<file path="src/rtl/pc_gen_pkg.sv">
// Shared types and helpers for the program-counter stage.
// Imported by the pc_gen interface and top.
package pc_gen_pkg;

    typedef enum logic [1:0] {
        BOOT  = 2'd0,
        RUN   = 2'd1,
        FAULT = 2'd2
    } pc_state_t;

    localparam int PC_STEP = 4;

    // Upper address bits above the ROM byte range must all be zero.
    function automatic logic in_rom(
        input logic [63:0] addr,
        input int          aw
    );
        return (addr >> (aw + 2)) == 64'd0;
    endfunction

    function automatic logic aligned(input logic [1:0] lsb);
        return lsb == 2'b00;
    endfunction

endpackage

</file>
<file path="src/rtl/pc_gen_if.sv">
// Redirect-request and fetch-address bundle between
// the control logic (master) and the PC stage (slave).
interface pc_gen_if #(
    parameter int WIDTH = 32
);

    logic             stall;
    logic             branch_taken;
    logic [WIDTH-1:0] branch_target;
    logic             trap_req;
    logic [WIDTH-1:0] trap_addr;
    logic             mret;
    logic [WIDTH-1:0] mepc;
    logic [WIDTH-1:0] pc;
    logic             inst_valid;
    logic             misaligned;
    logic             fetch_fault;

    modport master (
        output stall,
        output branch_taken,
        output branch_target,
        output trap_req,
        output trap_addr,
        output mret,
        output mepc,
        input  pc,
        input  inst_valid,
        input  misaligned,
        input  fetch_fault
    );

    modport slave (
        input  stall,
        input  branch_taken,
        input  branch_target,
        input  trap_req,
        input  trap_addr,
        input  mret,
        input  mepc,
        output pc,
        output inst_valid,
        output misaligned,
        output fetch_fault
    );

endinterface

</file>
<file path="src/rtl/pc_gen.sv">
// Program-counter stage: holds the architectural PC, applies
// trap/mret/branch redirects and gates fetch validity.
module pc_gen
    import pc_gen_pkg::*;
#(
    parameter int               WIDTH          = 32,
    parameter int               ROM_ADDR_WIDTH = 10,
    parameter logic [WIDTH-1:0] RESET_ADDR     = '0
) (
    input  logic    clk,
    input  logic    rst,
    pc_gen_if.slave bus
);

    pc_state_t        state_q;
    pc_state_t        state_d;
    logic [WIDTH-1:0] pc_q;
    logic [WIDTH-1:0] pc_d;
    logic             valid_q;
    logic             mis_q;
    logic             mis_d;
    logic             fault_q;

    logic             redirect;
    logic             advance;
    logic [WIDTH-1:0] tgt;

    always_comb begin
        state_d  = state_q;
        pc_d     = pc_q;
        mis_d    = 1'b0;
        redirect = 1'b0;
        advance  = 1'b0;
        tgt      = pc_q;

        unique case (state_q)
            BOOT: begin
                state_d = RUN;
            end
            RUN: begin
                if (bus.trap_req) begin
                    redirect = 1'b1;
                    tgt      = bus.trap_addr;
                end else if (bus.mret) begin
                    redirect = 1'b1;
                    tgt      = bus.mepc;
                end else if (!bus.stall) begin
                    if (bus.branch_taken) begin
                        redirect = 1'b1;
                        tgt      = bus.branch_target;
                    end else begin
                        advance = 1'b1;
                        tgt     = pc_q + WIDTH'(PC_STEP);
                    end
                end
            end
            FAULT: begin
                if (bus.trap_req) begin
                    redirect = 1'b1;
                    tgt      = bus.trap_addr;
                end
            end
            default: begin
                state_d = BOOT;
            end
        endcase

        // A misaligned redirect is dropped; the state is left as is.
        if (redirect && !aligned(tgt[1:0])) begin
            mis_d = 1'b1;
        end else if (redirect || advance) begin
            pc_d    = tgt;
            state_d = in_rom(64'(tgt), ROM_ADDR_WIDTH) ? RUN : FAULT;
        end
    end

    always_ff @(posedge clk) begin
        if (rst) begin
            state_q <= BOOT;
            pc_q    <= RESET_ADDR;
            valid_q <= 1'b0;
            mis_q   <= 1'b0;
            fault_q <= 1'b0;
        end else begin
            state_q <= state_d;
            pc_q    <= pc_d;
            valid_q <= (state_d == RUN);
            mis_q   <= mis_d;
            fault_q <= (state_d == FAULT);
        end
    end

    assign bus.pc          = pc_q;
    assign bus.inst_valid  = valid_q;
    assign bus.misaligned  = mis_q;
    assign bus.fetch_fault = fault_q;

endmodule

</file>
<file path="src/flat_wrapper.sv">
// flat-port wrapper written by rule: the top's interface ports become plain ports
module pc_gen_flat import pc_gen_pkg::*;
#(
    parameter int               WIDTH          = 32,
    parameter int               ROM_ADDR_WIDTH = 10,
    parameter logic [WIDTH-1:0] RESET_ADDR     = '0
)
  (clk, rst, bus_stall, bus_branch_taken, bus_branch_target, bus_trap_req, bus_trap_addr, bus_mret, bus_mepc, bus_pc, bus_inst_valid, bus_misaligned, bus_fetch_fault);
  pc_gen_if #(.WIDTH(WIDTH)) bus_i ();
  input  logic clk;
  input  logic rst;
  input wire logic [$bits(bus_i.stall)-1:0] bus_stall;
  input wire logic [$bits(bus_i.branch_taken)-1:0] bus_branch_taken;
  input wire logic [$bits(bus_i.branch_target)-1:0] bus_branch_target;
  input wire logic [$bits(bus_i.trap_req)-1:0] bus_trap_req;
  input wire logic [$bits(bus_i.trap_addr)-1:0] bus_trap_addr;
  input wire logic [$bits(bus_i.mret)-1:0] bus_mret;
  input wire logic [$bits(bus_i.mepc)-1:0] bus_mepc;
  output wire logic [$bits(bus_i.pc)-1:0] bus_pc;
  output wire logic [$bits(bus_i.inst_valid)-1:0] bus_inst_valid;
  output wire logic [$bits(bus_i.misaligned)-1:0] bus_misaligned;
  output wire logic [$bits(bus_i.fetch_fault)-1:0] bus_fetch_fault;
  assign bus_i.stall = bus_stall;
  assign bus_i.branch_taken = bus_branch_taken;
  assign bus_i.branch_target = bus_branch_target;
  assign bus_i.trap_req = bus_trap_req;
  assign bus_i.trap_addr = bus_trap_addr;
  assign bus_i.mret = bus_mret;
  assign bus_i.mepc = bus_mepc;
  assign bus_pc = bus_i.pc;
  assign bus_inst_valid = bus_i.inst_valid;
  assign bus_misaligned = bus_i.misaligned;
  assign bus_fetch_fault = bus_i.fetch_fault;
  pc_gen #(.WIDTH(WIDTH), .ROM_ADDR_WIDTH(ROM_ADDR_WIDTH), .RESET_ADDR(RESET_ADDR)) u_core (.clk(clk), .rst(rst), .bus(bus_i));
endmodule
</file>
<file path="config.mk">
export PLATFORM = sky130hd
export DESIGN_NAME = pc_gen_flat
export DESIGN_NICKNAME = d
export VERILOG_FILES = /design/src/rtl/pc_gen_pkg.sv /design/src/rtl/pc_gen_if.sv /design/src/rtl/pc_gen.sv /design/src/flat_wrapper.sv
export SDC_FILE = /design/constraint.sdc
export NUM_CORES = 1
export LEC_CHECK = 0
export CAP_MARGIN = 10
export CELL_PAD_IN_SITES_DETAIL_PLACEMENT = 0
export CELL_PAD_IN_SITES_GLOBAL_PLACEMENT = 1
export CORE_UTILIZATION = 32
export DETAILED_ROUTE_END_ITERATION = 6
export PLACE_DENSITY = 0.87
export SETUP_SLACK_MARGIN = 0.2
export SYNTH_ARGS = -nofsm -noshare
export SYNTH_HDL_FRONTEND = slang
export SYNTH_SLANG_ARGS = --single-unit
</file>
<file path="constraint.sdc">
create_clock -name clk -period 5.3 [get_ports clk]
set_input_delay 1.59 -clock clk [delete_from_list [all_inputs] [get_ports clk]]
set_output_delay 1.59 -clock clk [all_outputs]
set_load 0.02 [all_outputs]
</file>
==> results of run 1 <==
cell type report:
type / instances / area, sq um / area share (%)
well taps: 143 / 179 / 3.32
clock inverters: 1 / 5.00 / 0.0928
inverters: 13 / 48.8 / 0.904
clock buffers: 7 / 153 / 2.83
multi-input cells: 428 / 2750 / 51.0
flip-flops and latches: 37 / 741 / 13.7
repair buffers: 157 / 1520 / 28.2
metal layers:
metal	vias up	global-route usage (%)	part of all wire, %
li1	2281	-	-
met1	2300	36.0	40
met2	314	47.8	46
met3	62	6.76	9.9
met4	0	14.2	4.3
met5	-	0	0
state kept, by name (all words and copies together), names as in the netlist:
name and cells:
u_core.bus.misaligned 1, u_core.bus.fetch_fault 1, u_core.state_q 2, u_core.bus.pc 32, u_core.bus.inst_valid 1
kinds of logic (layout without fill, tap and decap cells):
kind of cell               after synthesis  in the layout  share of synthesized area (%)
buffers and inverters                   68            178                           7.09
muxes                                   14             14                           3.90
xor gates and xnor gates                10             10                           2.33
and+or+nand+nor                        210            210                           28.9
AOI/OAI and AO/OA                      189            189                           36.4
adders and majority gates                5              5                           1.67
DFF                                     37             37                           19.7
cells in the mapped netlist (9+ instances only):
cell type / instances / area, sq um
a211oi_1: 12 / 90.1
a21oi_1: 36 / 180
a22o_1: 10 / 87.6
a22oi_1: 23 / 173
clkbuf_1: 42 / 158
dfxtp_1: 37 / 741
inv_1: 13 / 48.8
mux2i_1: 9 / 90.1
nand2_1: 47 / 176
nand3_1: 24 / 120
nand4_1: 12 / 75.1
nor2_1: 47 / 176
nor3_1: 15 / 75.1
nor4_1: 14 / 87.6
o21ai_0: 27 / 135
o221ai_1: 11 / 96.3
or4_1: 13 / 97.6
worst max path at each step:
stage / cells after the start / from / to / slack [ps]
detailed placement: 10 / bus_branch_taken / u_core.bus.pc[8]$_SDFFE_PP0P_ / 410
global route: 11 / bus_trap_req / u_core.bus.pc[8]$_SDFFE_PP0P_ / 440
floorplan: 10 / bus_trap_req / u_core.bus.inst_valid$_SDFF_PP0_ / 1050
CTS: 10 / bus_branch_taken / u_core.bus.pc[8]$_SDFFE_PP0P_ / 680
finish: 10 / bus_branch_taken / u_core.bus.pc[8]$_SDFFE_PP0P_ / 670
global placement: 10 / bus_branch_taken / u_core.bus.pc[8]$_SDFFE_PP0P_ / 490
power breakdown:
| part | total (W) | internal (W) | switching, W |
|---|---|---|---|
| clock network | 0.000326 | 0.000200 | 0.000127 |
| logic | 0.00110 | 0.000444 | 0.000658 |
| registers | 0.000446 | 0.000334 | 0.000112 |
critical path, cell delays in order:
cell	delay [ps]
clkdlybuf4s50_1	510
nor2b_1	350
mux2_2	390
a222oi_1	390
a32o_1	260
buf_4	430
o2111ai_1	190
buf_4	220
or3_1	370
a21oi_1	140
metrics by stage:
step	cells	total power (W)	hold slack [ps]
6_report	786	0.00187	526
5_1_grt	786	0.00198	582
4_1_cts	786	0.00186	526
3_5_place_dp	778	0.00153	509
3_3_place_gp	778	0.00152	513
2_1_floorplan	533	0.00109	563
==> reports/results.txt, run 1 <==
Most common cell after layout, fill and taps aside: clkdlybuf4s50_1
Design area: 5400 sq um
Final WS setup: 672 ps
Clock transition at path regs: 60 ps
Placer Congestion: 1.01
Vias: 4957
GRT overflow: 0
Clock Tree Buf Depth: 2
Placed Area: 5240 sq um
Post-synth EDFFs: 0
WP data arrival: 4850 ps
Hold-fix buffers, CTS: 0
Die height: 110 um
WHS Path Cells: 2
DRC Markers: 0
Pre-Repair DR Iteration Count: 7
Synth Instances: 533
Most frequent cells in the layout: 136 x clkdlybuf4s50_1, 47 x nand2_1, 47 x nor2_1, 37 x dfxtp_1, 36 x a21oi_1
HP Start: u_core.bus.pc[8]$_SDFFE_PP0P_
Async set or reset register ratio after synthesis: 0%
Initial DRC count: 511
GRT Overall Usage: 29.2%
DR vias/cell: 6.31
Final WL: 17500 um
Fillers: 1181
Synth Warn #: 0
Drt wl/cell: 22.3 um
Post_cts resized: 0
Share of cells above drive strength 1: 6.69%
Worst slew pin tran: 1040 ps
CTS tree: done
Peak VDD IR: 193 uV
Fmax: 216 MHz
Global-route wire length before repair: 26600 um
Max_cap viols: 0
Min-delay worst type: reg2reg
WHS Endpoint: u_core.bus.pc[8]$_SDFFE_PP0P_
H-tree depth: 2
Flops & latches, synth: 37
Area growth syn-to-layout: 43.6%
Leakage: 1.76 nW
Max transition margin: 30.7%
Num CTS Buffers: 5
Ys flop type: dfxtp_1
Reg-to-Reg Start: u_core.state_q[0]$_SDFF_PP0_
P per Cell Area: 347 nW/um^2
Syn_nets: 640
CP Launch Type: input port
Critical Path Sink Type: flip-flop
Buffers added on ports: 136
Ports: 137
Sequential element share of the synthesized area: 19.7%
Final period util: 87.3%
Setup Skew: 4.83 ps
Reg2reg setup slack: 1390 ps
Clock latency on the worst-skew pair: 290 ps
Largest net degree at the start of global routing: 40
Ant diodes: 0
Post-route ant nets: 0
Post-Route Setup TNS: 0 ps
CP required: 5520 ps
Worst Reg-to-Reg Cells: 10
Synthesized area: 3760 sq um
HPWL Detailed: 13000 um
Die X: 110 um
Setup Slack @ Placement: 414 ps
Postcts setup bufs: 0
Unrepaired setup endpoints after global routing: false
Synth cell types: 66
Finished Core Util: 47.2%
Site Rows: 39
Die ar.: 12200 sq um
Root Driver: clkbuf_16
Outcome: finished clean
Worst reg2reg endpoint: u_core.bus.pc[8]$_SDFFE_PP0P_
Core box area: 11400 sq um
Fin. Hold Viols: 0
Syn Area/Cell: 7.05 sq um
WS Path Type: in2reg
Vias in the first global route: 4867
CTS Sinks: 37
Final Critical Period: 4630 ps
Initial antenna violation count: 0
Max Slew Vio Count: 0
CP max FO: 39
Initial Utilization: 32.9%
Endpoints failing setup: 0
Net count reported at finish: 749
Note: power is estimated with default switching activity, not from simulation.
==> inputs of run 2 (changes only) <==
- CTS_BUF_LIST: not set -> sky130_fd_sc_hd__clkbuf_4 sky130_fd_sc_hd__clkbuf_8 sky130_fd_sc_hd__clkbuf_16
==> results of run 2 <==
The final DEF is identical to that of run 1; final timing and power are the same.
